==> config.mk <==
export PLATFORM = sky130hd
export DESIGN_NAME = logic_unit_pipe
export DESIGN_NICKNAME = d
export VERILOG_FILES = /design/src/rtl/logic_unit_pkg.sv /design/src/rtl/logic_unit_core.sv /design/src/rtl/logic_unit_pipe.sv
export SDC_FILE = /design/constraint.sdc
export NUM_CORES = 1
export LEC_CHECK = 0
export ABC_AREA = 1
export ABC_CLOCK_PERIOD_IN_PS = 2600
export CAP_MARGIN = 20
export CORE_AREA = 2 2 83 85
export CTS_BUF_LIST = sky130_fd_sc_hd__clkbuf_8
export CTS_CLUSTER_DIAMETER = 30
export CTS_CLUSTER_SIZE = 12
export DETAILED_ROUTE_END_ITERATION = 6
export DIE_AREA = 0 0 85 87
export PLACE_DENSITY_LB_ADDON = 0.15
export SETUP_SLACK_MARGIN = 0.1
export SLEW_MARGIN = 40
export SYNTH_ARGS = -nofsm -noshare
export SYNTH_HDL_FRONTEND = slang
export SYNTH_SLANG_ARGS = --single-unit
==> constraint.sdc <==
create_clock -name clk -period 2.6 [get_ports clk]
set_clock_uncertainty 0.05 [all_clocks]
set_input_delay 0.52 -clock clk [delete_from_list [all_inputs] [get_ports clk]]
set_output_delay 0.52 -clock clk [all_outputs]
set_load 0.005 [all_outputs]
==> src/rtl/logic_unit_pkg.sv <==
// Shared definitions for the logic lane: op-field width and op encodings.
// Imported by the gate array, the pipeline wrapper, the ALU top and the bench.
package logic_unit_pkg;

  localparam int OP_W = 3;

  localparam logic [OP_W-1:0] OP_AND   = 3'd0;
  localparam logic [OP_W-1:0] OP_OR    = 3'd1;
  localparam logic [OP_W-1:0] OP_NOT_A = 3'd2;
  localparam logic [OP_W-1:0] OP_NOT_B = 3'd3;
  localparam logic [OP_W-1:0] OP_NAND  = 3'd4;
  localparam logic [OP_W-1:0] OP_NOR   = 3'd5;
  localparam logic [OP_W-1:0] OP_XOR   = 3'd6;
  localparam logic [OP_W-1:0] OP_XNOR  = 3'd7;

endpackage

==> src/rtl/logic_unit_core.sv <==
// Purely combinational WIDTH-bit gate array: op, a, b -> result.
// Kept free of state so the ALU top can reuse it outside the pipeline.
module logic_unit_core
  import logic_unit_pkg::*;
#(
  parameter int WIDTH = 8
) (
  input  logic [OP_W-1:0]  i_op,
  input  logic [WIDTH-1:0] i_a,
  input  logic [WIDTH-1:0] i_b,
  output logic [WIDTH-1:0] o_result
);

  always_comb begin
    o_result = '0;
    case (i_op)
      OP_AND:   o_result = i_a & i_b;
      OP_OR:    o_result = i_a | i_b;
      OP_NOT_A: o_result = ~i_a;
      OP_NOT_B: o_result = ~i_b;
      OP_NAND:  o_result = ~(i_a & i_b);
      OP_NOR:   o_result = ~(i_a | i_b);
      OP_XOR:   o_result = i_a ^ i_b;
      OP_XNOR:  o_result = ~(i_a ^ i_b);
      default:  o_result = '0;
    endcase
  end

endmodule

==> src/rtl/logic_unit_pipe.sv <==
// Two-stage valid/ready logic lane: S1 holds operands, S2 holds result and flags.
// Sustains one beat per cycle; in_ready depends combinationally on out_ready.
module logic_unit_pipe
  import logic_unit_pkg::*;
#(
  parameter int WIDTH = 8,
  parameter int CNT_W = 16
) (
  input  logic             clk,
  input  logic             rst_n,
  input  logic             in_valid,
  output logic             in_ready,
  input  logic [OP_W-1:0]  in_op,
  input  logic [WIDTH-1:0] in_a,
  input  logic [WIDTH-1:0] in_b,
  output logic             out_valid,
  input  logic             out_ready,
  output logic [WIDTH-1:0] out_data,
  output logic             out_zero,
  output logic             out_parity,
  output logic [CNT_W-1:0] result_count
);

  logic             r_s1_full;
  logic [OP_W-1:0]  r_s1_op;
  logic [WIDTH-1:0] r_s1_a;
  logic [WIDTH-1:0] r_s1_b;
  logic             r_s2_full;
  logic [WIDTH-1:0] r_s2_data;
  logic             r_s2_zero;
  logic             r_s2_parity;
  logic [CNT_W-1:0] r_count;

  logic             w_s2_adv;
  logic             w_s1_adv;
  logic             w_accept;
  logic             w_deliver;
  logic [WIDTH-1:0] w_result;

  assign w_s2_adv  = !r_s2_full || out_ready;
  assign w_s1_adv  = r_s1_full && w_s2_adv;
  assign in_ready  = !r_s1_full || w_s1_adv;
  assign w_accept  = in_valid && in_ready;
  assign w_deliver = r_s2_full && out_ready;

  logic_unit_core #(.WIDTH(WIDTH)) u_core (
    .i_op     (r_s1_op),
    .i_a      (r_s1_a),
    .i_b      (r_s1_b),
    .o_result (w_result)
  );

  // Whenever S1 can move (in_ready), its next occupancy is simply whether a beat arrives.
  always_ff @(posedge clk or negedge rst_n) begin
    if (!rst_n) begin
      r_s1_full <= 1'b0;
      r_s1_op   <= '0;
      r_s1_a    <= '0;
      r_s1_b    <= '0;
    end else begin
      if (in_ready) r_s1_full <= w_accept;
      if (w_accept) begin
        r_s1_op <= in_op;
        r_s1_a  <= in_a;
        r_s1_b  <= in_b;
      end
    end
  end

  // Result registers only load on a real beat, so an emptied S2 keeps its last value.
  always_ff @(posedge clk or negedge rst_n) begin
    if (!rst_n) begin
      r_s2_full   <= 1'b0;
      r_s2_data   <= '0;
      r_s2_zero   <= 1'b1;
      r_s2_parity <= 1'b0;
    end else if (w_s2_adv) begin
      r_s2_full <= r_s1_full;
      if (r_s1_full) begin
        r_s2_data   <= w_result;
        r_s2_zero   <= ~|w_result;
        r_s2_parity <= ^w_result;
      end
    end
  end

  always_ff @(posedge clk or negedge rst_n) begin
    if (!rst_n) begin
      r_count <= '0;
    end else if (w_deliver) begin
      r_count <= r_count + 1'b1;
    end
  end

  assign out_valid    = r_s2_full;
  assign out_data     = r_s2_data;
  assign out_zero     = r_s2_zero;
  assign out_parity   = r_s2_parity;
  assign result_count = r_count;

endmodule

==> flow_summary.ini <==
[synth]
yosys.area.top_type = dfrtp_1
synthArstFlopShare = 1.00
seq_area_frac_synth = 0.370
synth_ff_type = dfrtp_1
syn_nets = 468
ys_ff_latch = 47
synth_warnings = 0
ys_top_cells_by_area = dfrtp_1, nand2_1, ha_1
yosys.cell_types.count = 29
yosys.area.top_type_share = 0.362
syn_inst = 424
synth-edff-count = 0
synth.avg_cell_area_um2 = 7.50
synth_area_um2 = 3180

[grt]
grt_util_all_layers = 0.209
gr-total-overflow = 0
antenna_found_initial = 0
grt_max_degree = 40
grt_pass1_wl_um = 12400
first_global_vias = 2636

[run_status]
status = complete, no violations

[clocking]
cts_max_path_buffers = 2
clkTransAtPathRegs_ns = 0.09
root_buffer = clkbuf_8
cts_hold_buf = 0
cts_tree = built
clk_latency_ns = 0.30
cts_made_buffers = 5
h-tree-depth = 2
clock-sinks = 47

[die]
die_y_um = 87
std_cell_rows = 30
start_util = 0.484
die_w_um = 85
pin_count = 51
die_area_um2 = 7400
core-area_um2 = 6570

[setup_path]
crit_required_ns = 2.73
startpoint_type = register
crit_fanout = 12
r2r_start = r_s1_op[2]
crit_family = flip-flops
path_cells = inv_2, nor3_1, nor2_1, nand3_1, inv_1, ha_1, xnor2_1, xnor2_1, o21ai_0
path_class = reg2reg
cpPeakStageDelay_ns = 0.70
cp-end-kind = register
path_buf_inv = 2
startpoint = r_s1_op[2]
worstPathArrival_ns = 2.42
crit_slowest_cell = dfrtp_1
crit_top_cell = xnor2_1

[run]
cap_violations = 0

[power_and_ir_drop]
vdd_drop_max_mv = 0.408
p_comb_frac = 0.436
power_frac_seq = 0.397
power_density_nw_per_um2 = 688
p_int_mw = 1.63
p_sw_mw = 1.01
power.share.clock = 0.167
switching_share = 0.382
leakage_nw = 2.00

[placement]
hpwl_um = 5370
io_buffers = 50
gp_congestion = 0.905

[timing]
drv_slew = 0
slew-limit-headroom = 0.611
worst_pin_slew_ns = 0.583
tns_ns = 0
fin_crit_sh = 0.880
hold_ws_ns = 0.154
max_freq_ghz = 0.437
setup_violations = 0
rsz0062_at_grt = false
layout_min_cycle_time_ns = 2.29
hold_viol = 0

[routing]
vias_per_cell = 5.05
dr.pass1.iters = 4
finalWirelength_um = 7330
wl_per_cell_um = 13.2
drt-initial-drc-count = 235
remaining_drc_errors = 0
dr_total_vias = 2807
detail-route-antenna-nets = 0

[worst_hold_path]
holdCritPathClass = in2async

[cells_and_area]
nets = 519
diodes = 0
drive_gt1_frac = 0.0798
area_growth_pct = 20.7
fillers = 613
postLayoutCoreUtil = 0.584
flip-flops by register name, indices dropped and copies added, names as in the netlist:
name          flops
out_data          8
out_parity        1
out_valid         1
out_zero          1
r_s1_a            8
r_s1_b            8
r_s1_full         1
r_s1_op           3
result_count     16
worst paths after layout:
path | slack [ns] | cells after the start | to
worst min-delay path | 0.15 | 1 | r_s1_op[2]
worst min register to register | 0.44 | 2 | out_data[0]
max in group asynchronous | 1.73 | 2 | out_zero
min in group clk | 0.44 | 2 | out_data[0]
worst max register to register | 0.31 | 9 | out_parity
worst max-delay path | 0.31 | 9 | out_parity
layer usage:
| layer | share of wire | vias to the layer above | GRT usage |
|---|---|---|---|
| met5 | 0 | - | 0 |
| met4 | 0.015 | 0 | 0.0707 |
| met3 | 0.048 | 9 | 0.0389 |
| li1 | - | 1448 | - |
| met2 | 0.49 | 77 | 0.347 |
| met1 | 0.44 | 1273 | 0.275 |
cells by family (layout without fill, tap and decap cells):
group | count (synthesis) | in the layout | synth area share
xor gates and xnor gates | 14 | 14 | 0.0409
buffers and inverters | 69 | 121 | 0.0980
adders and majority gates | 21 | 21 | 0.0826
DFF | 47 | 47 | 0.370
AOI/OAI and AO/OA | 24 | 24 | 0.0378
and+or+nand+nor | 249 | 249 | 0.371
cell usage after synthesis (3+ instances only):
master and instances:
nor2_4 4, buf_2 6, o21ai_0 3, nand2_4 3
nand2_1 122, a21oi_1 19, xor2_1 7, nor2_1 49
nand3_1 29, inv_2 3, xnor2_1 6, dfrtp_1 46
nand3b_1 7, inv_1 50, ha_1 21, buf_4 6
nand4_1 27
through the flow:
step	power (mW)	worst slack, ns	instances	area (µm²)
after global placement	2.20	0.319	548	3750
final	2.64	0.313	556	3840
after CTS	2.67	0.267	556	3840
after global routing	2.86	0.123	556	3840
after detailed placement	2.22	0.310	548	3750
after floorplan	1.77	0.719	424	3180
layout by cell type, fill, tap and decap left out, types with 2 or more instances in the layout:
cell type and instances:
buf_4 7, inv_1 51, dfrtp_1 45, a21oi_1 19
nand3b_1 7, nor2_4 4, xnor2_1 6, clkdlybuf4s50_1 49
nand2_1 122, nor2_1 49, clkbuf_8 5, xor2_1 7
nand4_1 27, nand3_1 29, o21ai_1 2, inv_2 3
ha_1 21, nand2_4 3, nand2_2 2, nor2_8 2
o21ai_0 3
timing repair:
item,in CTS,in global routing
setup endpoints to repair,0,1
gates resized for setup,0,1
buffers inserted,0,0
power groups by stage:
| stage | Clock (mW) | Sequential, mW | Combinational (mW) |
|---|---|---|---|
| after floorplan | 0 | 1.03 | 0.739 |
| after global placement | 0 | 1.06 | 1.14 |
| after detailed placement | 0 | 1.06 | 1.15 |
| after CTS | 0.456 | 1.05 | 1.16 |
| after global routing | 0.481 | 1.07 | 1.30 |
| final | 0.441 | 1.05 | 1.15 |
final cells by class:
| cell class | count | area (µm²) | share of cell area |
|---|---|---|---|
| multi-input cells | 308 | 1690 | 0.441 |
| flip-flops and latches | 47 | 1180 | 0.307 |
| repair buffers | 58 | 568 | 0.148 |
| inverters | 55 | 214 | 0.0558 |
| well taps | 80 | 100 | 0.0261 |
| clock buffers | 5 | 68.8 | 0.0179 |
| clock inverters | 3 | 16.3 | 0.00424 |
Power figures use the tool's default switching activity.
